### config.mk
export PLATFORM = sky130hd
export DESIGN_NAME = mu0_mem_arbiter
export DESIGN_NICKNAME = d
export VERILOG_FILES = /design/src/rtl/mu0_bus_pkg.sv /design/src/rtl/mu0_rr_pick.sv /design/src/rtl/mu0_mem_arbiter.sv
export SDC_FILE = /design/constraint.sdc
export NUM_CORES = 1
export LEC_CHECK = 0
export ABC_CLOCK_PERIOD_IN_PS = 1700
export BUFFER_PORTS_ARGS = -buffer_cell sky130_fd_sc_hd__buf_2
export CORE_UTILIZATION = 34
export CTS_CLUSTER_DIAMETER = 40
export DETAILED_ROUTE_END_ITERATION = 7
export GPL_ROUTABILITY_DRIVEN = 1
export MAX_ROUTING_LAYER = met4
export PLACE_DENSITY = 0.82
export RECOVER_POWER = 50
export REMOVE_ABC_BUFFERS = 1
export SETUP_SLACK_MARGIN = 0.4
export SLEW_MARGIN = 20
export SYNTH_ARGS = -nofsm -noshare
export SYNTH_HDL_FRONTEND = slang
export SYNTH_SLANG_ARGS = --single-unit
### constraint.sdc
create_clock -name clk -period 1.7 [get_ports clk]
set_input_delay 0 -clock clk [delete_from_list [all_inputs] [get_ports clk]]
set_output_delay 0 -clock clk [all_outputs]
set_load 0.02 [all_outputs]
### src/rtl/mu0_bus_pkg.sv
// Shared bus definitions for the MU0 memory subsystem.
//   master_t : identifies which master (CPU or host) owns a transaction.
//   AW / DW  : default address and data widths, shared by the CPU core,
//              the RAM model and the memory arbiter.
package mu0_bus_pkg;

  typedef enum logic {
    MASTER_CPU  = 1'b0,
    MASTER_HOST = 1'b1
  } master_t;

  localparam int AW = 12;
  localparam int DW = 16;

endpackage

### src/rtl/mu0_rr_pick.sv
// Two-way round-robin picker with a host lock override.
// Ports:
//   clk, rst : clock and synchronous active-high reset
//   req[1:0] : request vector, bit 0 = CPU, bit 1 = host
//   lock     : host exclusive access; the CPU is never granted while high
//   gnt[1:0] : one-hot combinational grant for the current cycle (0 = none)
// Owns the last_grant pointer, which moves only on cycles with a grant.
module mu0_rr_pick
  import mu0_bus_pkg::*;
(
  input  logic       clk,
  input  logic       rst,
  input  logic [1:0] req,
  input  logic       lock,
  output logic [1:0] gnt
);

  master_t r_last_grant;

  // Grant selection: reset blocks all grants, lock serves only the host,
  // contention goes to the master not granted most recently.
  always_comb begin
    gnt = 2'b00;
    if (rst) begin
      gnt = 2'b00;
    end else if (lock) begin
      gnt = {req[1], 1'b0};
    end else if (req == 2'b11) begin
      if (r_last_grant == MASTER_HOST) begin
        gnt = 2'b01;
      end else begin
        gnt = 2'b10;
      end
    end else begin
      gnt = req;
    end
  end

  // Round-robin pointer; reset to HOST so the CPU wins the first contention.
  always_ff @(posedge clk) begin
    if (rst) begin
      r_last_grant <= MASTER_HOST;
    end else if (gnt[1]) begin
      r_last_grant <= MASTER_HOST;
    end else if (gnt[0]) begin
      r_last_grant <= MASTER_CPU;
    end else begin
      r_last_grant <= r_last_grant;
    end
  end

endmodule

### src/rtl/mu0_mem_arbiter.sv
// Shares one single-port synchronous RAM between the MU0 CPU and a
// host/debug loader port. At most one transaction is granted per cycle;
// the loser sees waitrequest. Read data returns one cycle after the grant
// and is steered to the requester with a readdatavalid strobe.
// Ports:
//   clk, rst                      : clock, synchronous active-high reset
//   c_* (address/read/write/...)  : CPU master port
//   h_* (address/read/write/...)  : host master port
//   h_lock                        : host exclusive access (CPU held off)
//   mem_*                         : RAM command and returned read data
//   grant_host                    : host owns the current cycle
// Commands are not latched: a stalled master must hold its command.
module mu0_mem_arbiter
  import mu0_bus_pkg::*;
#(
  parameter int AW = mu0_bus_pkg::AW,
  parameter int DW = mu0_bus_pkg::DW
) (
  input  logic          clk,
  input  logic          rst,
  input  logic [AW-1:0] c_address,
  input  logic          c_read,
  input  logic          c_write,
  input  logic [DW-1:0] c_writedata,
  output logic          c_waitrequest,
  output logic [DW-1:0] c_readdata,
  output logic          c_readdatavalid,
  input  logic [AW-1:0] h_address,
  input  logic          h_read,
  input  logic          h_write,
  input  logic [DW-1:0] h_writedata,
  output logic          h_waitrequest,
  output logic [DW-1:0] h_readdata,
  output logic          h_readdatavalid,
  input  logic          h_lock,
  output logic [AW-1:0] mem_address,
  output logic          mem_read,
  output logic          mem_write,
  output logic [DW-1:0] mem_writedata,
  input  logic [DW-1:0] mem_readdata,
  output logic          grant_host
);

  logic          w_c_req;
  logic          w_h_req;
  logic [1:0]    w_gnt;
  logic [AW-1:0] w_mem_address;
  logic          w_mem_read;
  logic          w_mem_write;
  logic [DW-1:0] w_mem_writedata;

  logic          r_rsp_valid;
  master_t       r_rsp_id;

  assign w_c_req = c_read | c_write;
  assign w_h_req = h_read | h_write;

  mu0_rr_pick u_pick (
    .clk  (clk),
    .rst  (rst),
    .req  ({w_h_req, w_c_req}),
    .lock (h_lock),
    .gnt  (w_gnt)
  );

  // Command mux onto the RAM; write dominates when a master raises both
  // strobes, so no read (and no response) is issued for that command.
  always_comb begin
    w_mem_address   = {AW{1'b0}};
    w_mem_read      = 1'b0;
    w_mem_write     = 1'b0;
    w_mem_writedata = {DW{1'b0}};
    if (w_gnt[1]) begin
      w_mem_address   = h_address;
      w_mem_read      = h_read & ~h_write;
      w_mem_write     = h_write;
      w_mem_writedata = h_writedata;
    end else if (w_gnt[0]) begin
      w_mem_address   = c_address;
      w_mem_read      = c_read & ~c_write;
      w_mem_write     = c_write;
      w_mem_writedata = c_writedata;
    end else begin
      w_mem_address   = {AW{1'b0}};
      w_mem_read      = 1'b0;
      w_mem_write     = 1'b0;
      w_mem_writedata = {DW{1'b0}};
    end
  end

  // Read response pipeline: remembers who issued the read one cycle ago.
  always_ff @(posedge clk) begin
    if (rst) begin
      r_rsp_valid <= 1'b0;
      r_rsp_id    <= MASTER_CPU;
    end else begin
      r_rsp_valid <= w_mem_read;
      r_rsp_id    <= w_gnt[1] ? MASTER_HOST : MASTER_CPU;
    end
  end

  assign mem_address   = w_mem_address;
  assign mem_read      = w_mem_read;
  assign mem_write     = w_mem_write;
  assign mem_writedata = w_mem_writedata;
  assign grant_host    = w_gnt[1];

  // During reset both ports stall regardless of what they request.
  assign c_waitrequest = rst | (w_c_req & ~w_gnt[0]);
  assign h_waitrequest = rst | (w_h_req & ~w_gnt[1]);

  // A response already in flight is still delivered during a reset cycle.
  assign c_readdata      = mem_readdata;
  assign h_readdata      = mem_readdata;
  assign c_readdatavalid = r_rsp_valid & (r_rsp_id == MASTER_CPU);
  assign h_readdatavalid = r_rsp_valid & (r_rsp_id == MASTER_HOST);

endmodule

==> results.txt <==
* Outcome: finished, final reports clean
- In the final layout, the share of cells above drive strength 1 is 58.7%.
* End of the worst hold path: h_readdata[2]
- Wire length of the first global-routing pass: 5930 um
* Largest vdd supply drop: 0.000255 V
* Top_reg_cell synth: sky130_fd_sc_hd__dfxtp_1
- H-tree depth reported by CTS: 1
* Detail-routed net length per standard cell: 14.4 um
* Most common library cells after synthesis: sky130_fd_sc_hd__buf_4 (32), sky130_fd_sc_hd__nand2b_1 (30), sky130_fd_sc_hd__inv_1 (29)
- No sink is reached through more buffers than the 2 on the longest clock path.
- Residual overflow from global routing: 0
* Min cycle time layout: 1580 ps
* Worst max-slew margin expressed relative to the limit: 72.2%
- Transition time of the tightest slew-check pin: 415 ps
* Type of the worst setup path: reg2out
- In this run the core area contains 21 standard-cell rows.
- Worst Hold Launch: mem_readdata[2]
- The clock network accounts for 26.2% of the total power.
- Tracing the worst setup path back leads to its startpoint at u_pick.r_last_grant.
- The largest single stage delay on the critical path is 360 ps.
- Proportion of netlist area held by the largest area contributor: 23.2%
- sky130_fd_sc_hd__buf_4 is the most common cell in the netlist.
- Boundary pin count: 146
* Effective utilization at floorplan: 36.6%
* Sequential share of power: 9.6%
- Hold WC Path Type: in2out
- Signed area change from the synthesized netlist to the final layout: 35.6%
* Max FO, Critical Path: 16
- Ordered list of cells on the worst path: o21ba_1 -> or3_4 -> buf_8 -> o32ai_1 -> buf_2
* P_leak: 0.883 nW
- The core region is 0.00344 sq mm.
- In the final layout, the multi-input gates occupy 788 sq um.
- Yosys synthesis warning count: 0
- The netlist uses 26 different library cells.
- Setup slack on the worst reg-to-reg path comes out at 480 ps.
- Number of global-route vias before repair: 1263
- For this block, the routed nets add up to 3910 um of wire.
* Final count of pins violating max slew: 0
* DPL Wire Length: 2980 um
* Mapped Cells: 161
- For this run, asynchronously set or reset flops after synthesis account for 0%.
- Power spread over the standard cell area amounts to 471 mW/mm^2.
- The final number of hold-violating endpoints was 0.
- In this run the critical register-to-register path is launched from u_pick.r_last_grant.
- Die Height: 62.9 um
* Total internal power: 481 uW
- Clock transition at the registers of the reported paths: 30 ps
- Summed over all instances, the cell type with the most area after synthesis is sky130_fd_sc_hd__o32ai_2.
- The sequential cells in the finished layout cover a total of 63.8 sq um.
- Register-to-Register Path Depth: 5
- Sw Ratio: 40.1%
- 0 antenna diodes ended up in the layout.
- STA classifies the critical path startpoint as a flip-flop.
- The count of nets left with antenna violations once routing finished came out at 0.
- Iteration count of the initial detailed-routing pass: 4
* Highest routed layer: met4
* M1 wire length: 1600 um
* Mean instance size in the synthesized netlist: 7.83 sq um
* WL met3: 501 um
- Initial DRC Count: 23
- Setup total negative slack on the finished layout was measured at 0 ps.
- The initial antenna violation count came to 0.
* Period utilization: 93.1%
- Routed vias: 1350
- Insertion delay to the later sink of the worst-skew pair: 220 ps
* Sequential area share after synthesis: 4.77%
- In this run the cell area of the synthesized design comes to 0.00126 sq mm.
* Max frequency: 632 MHz
* Clk Tree Root Cell: sky130_fd_sc_hd__clkbuf_8
- Hold Path Depth: 0
- Hold-fix buffer count after cts: 0
* Count of unresolved DRC violations after routing: 0
* Pwr Total: 804 uW
- Dividing the detail-routed via count by the number of cells gives 4.98.
- Wire segments on met2 add up to 1770 um in the final route.
- The analysis attributes to net switching a power of 323 uW.
- In this run, the combinational gates consume 64.2% of the power.
- Clock tree synthesis found a total of 3 sinks.
- CTS tree: yes
- Endpoint class of the critical path: output pin
- The die covers 0.00395 sq mm.
- R2r endpoint: r_rsp_id
- Counting flops and latches in the post-synthesis netlist gives 3.
- Fin util: 49.6%
* WP data arrival: 1580 ps
* Number of flops mapped to enable cells by yosys: 0
- Setup violations remaining at the end of the flow were counted as 0.
- Die Width: 62.9 um
- Number of buffers inserted by port buffering: 97
- Ranked by total cell area, the synthesized netlist is headed by sky130_fd_sc_hd__o32ai_2 (23%), sky130_fd_sc_hd__buf_4 (19%), sky130_fd_sc_hd__nand2b_1 (15%), sky130_fd_sc_hd__inv_1 (8.6%), sky130_fd_sc_hd__o32ai_1 (5.6%).
* Worst clock skew on the final layout: 5.52 ps
- Across every metal layer, demand over resource in global routing totals 19.7%.
- Across the run, the number of max-cap violations was 0.
- The layout has 329 filler cells.
- Counting the buffers created by CTS gives 3.
- Worst Path Required: 1700 ps
- Count of nets after finishing: 305
* Final estimated routing congestion in global placement: 0.770
- For this design, the slowest cell found on the critical path is sky130_fd_sc_hd__or3_4.
- Pin count of the biggest net entering global routing: 34
- Setup repair after global routing could not meet its margin everywhere.
[power groups by stage]
| stage | registers (mW) | logic (mW) | clock network (mW) |
|---|---|---|---|
| 3_5_place_dp | 0.0798 | 0.457 | 0 |
| 6_report | 0.0775 | 0.516 | 0.210 |
| 4_1_cts | 0.0774 | 0.504 | 0.215 |
| 2_1_floorplan | 0.0791 | 0.264 | 0 |
| 3_3_place_gp | 0.0795 | 0.450 | 0 |
| 5_1_grt | 0.0781 | 0.554 | 0.222 |
[repair_timing]
action                                  CTS  global route
gates resized for setup                  33             1
pin swaps                                 2             3
hold endpoints to repair                  0             0
cloned                                    0             1
endpoints found under the setup margin   30            30
buffers inserted                          1             0
[worst max-delay path, delay by kind of cell, from the launching register on]
| kind | cells | cell delay [ps] |
|---|---|---|
| flops | 1 | 330 |
| buf+inv | 2 | 390 |
| compound gates | 2 | 290 |
| simple gates | 1 | 360 |
[placed cells by master, fill, tap and decap left out, types with 2 or more instances in the layout]
cell,synthesis,layout
sky130_fd_sc_hd__o32ai_2,18,19
sky130_fd_sc_hd__nor2_1,7,7
sky130_fd_sc_hd__buf_6,1,3
sky130_fd_sc_hd__inv_1,29,29
sky130_fd_sc_hd__nand3b_1,2,2
sky130_fd_sc_hd__a21oi_1,2,2
sky130_fd_sc_hd__nand2b_1,30,29
sky130_fd_sc_hd__clkbuf_1,6,3
sky130_fd_sc_hd__dfxtp_1,3,2
sky130_fd_sc_hd__clkbuf_8,0,3
sky130_fd_sc_hd__nor2b_1,2,2
sky130_fd_sc_hd__buf_4,32,23
sky130_fd_sc_hd__a31oi_1,2,2
sky130_fd_sc_hd__buf_2,4,74
sky130_fd_sc_hd__o32ai_4,2,2
sky130_fd_sc_hd__o32ai_1,8,7
sky130_fd_sc_hd__o21bai_1,2,2
[routing by layer]
| layer | up-vias | track usage [%] |
|---|---|---|
| met1 | 610 | 22.2 |
| met4 | 0 | 5.23 |
| met3 | 4 | 12.4 |
| li1 | 641 | - |
| met5 | - | - |
| met2 | 95 | 28.5 |
[kinds of logic after synthesis]
group	share of synthesized area, %
simple gates	21.7
flops	4.77
buf+inv	35.2
compound gates	38.3
[worst max-delay path by stage]
stage,end,slack (ps),cells past startpoint
3_5_place_dp,mem_address[8],260,5
2_1_floorplan,mem_address[0],-940,3
3_3_place_gp,mem_address[5],290,5
6_report,mem_address[5],120,5
4_1_cts,mem_address[3],140,5
5_1_grt,mem_address[0],50,5
[metrics by stage]
step / hold WS, ps / instance area (sq um) / setup WS [ps] / cells
after floorplan: 0 / 926 / -941 / 116
after global placement: 0.267 / 1530 / 292 / 265
after detailed placement: 0.267 / 1530 / 263 / 265
after CTS: 0.267 / 1680 / 136 / 270
after global routing: 0.189 / 1710 / 54.1 / 271
final: 0.160 / 1710 / 117 / 271
[flip-flops by register name (all words and copies together), names as in the netlist]
| signal | flops |
|---|---|
| r_rsp_id | 1 |
| r_rsp_valid | 1 |
| u_pick.r_last_grant | 1 |
[layout make-up]
class | instances | area share, %
clock buffers | 4 | 2.64
inverters | 29 | 6.37
multi-input cells | 84 | 46.2
flip-flops and latches | 3 | 3.74
well taps | 46 | 3.37
repair buffers | 105 | 37.7
(Power assumes the default switching activity.)
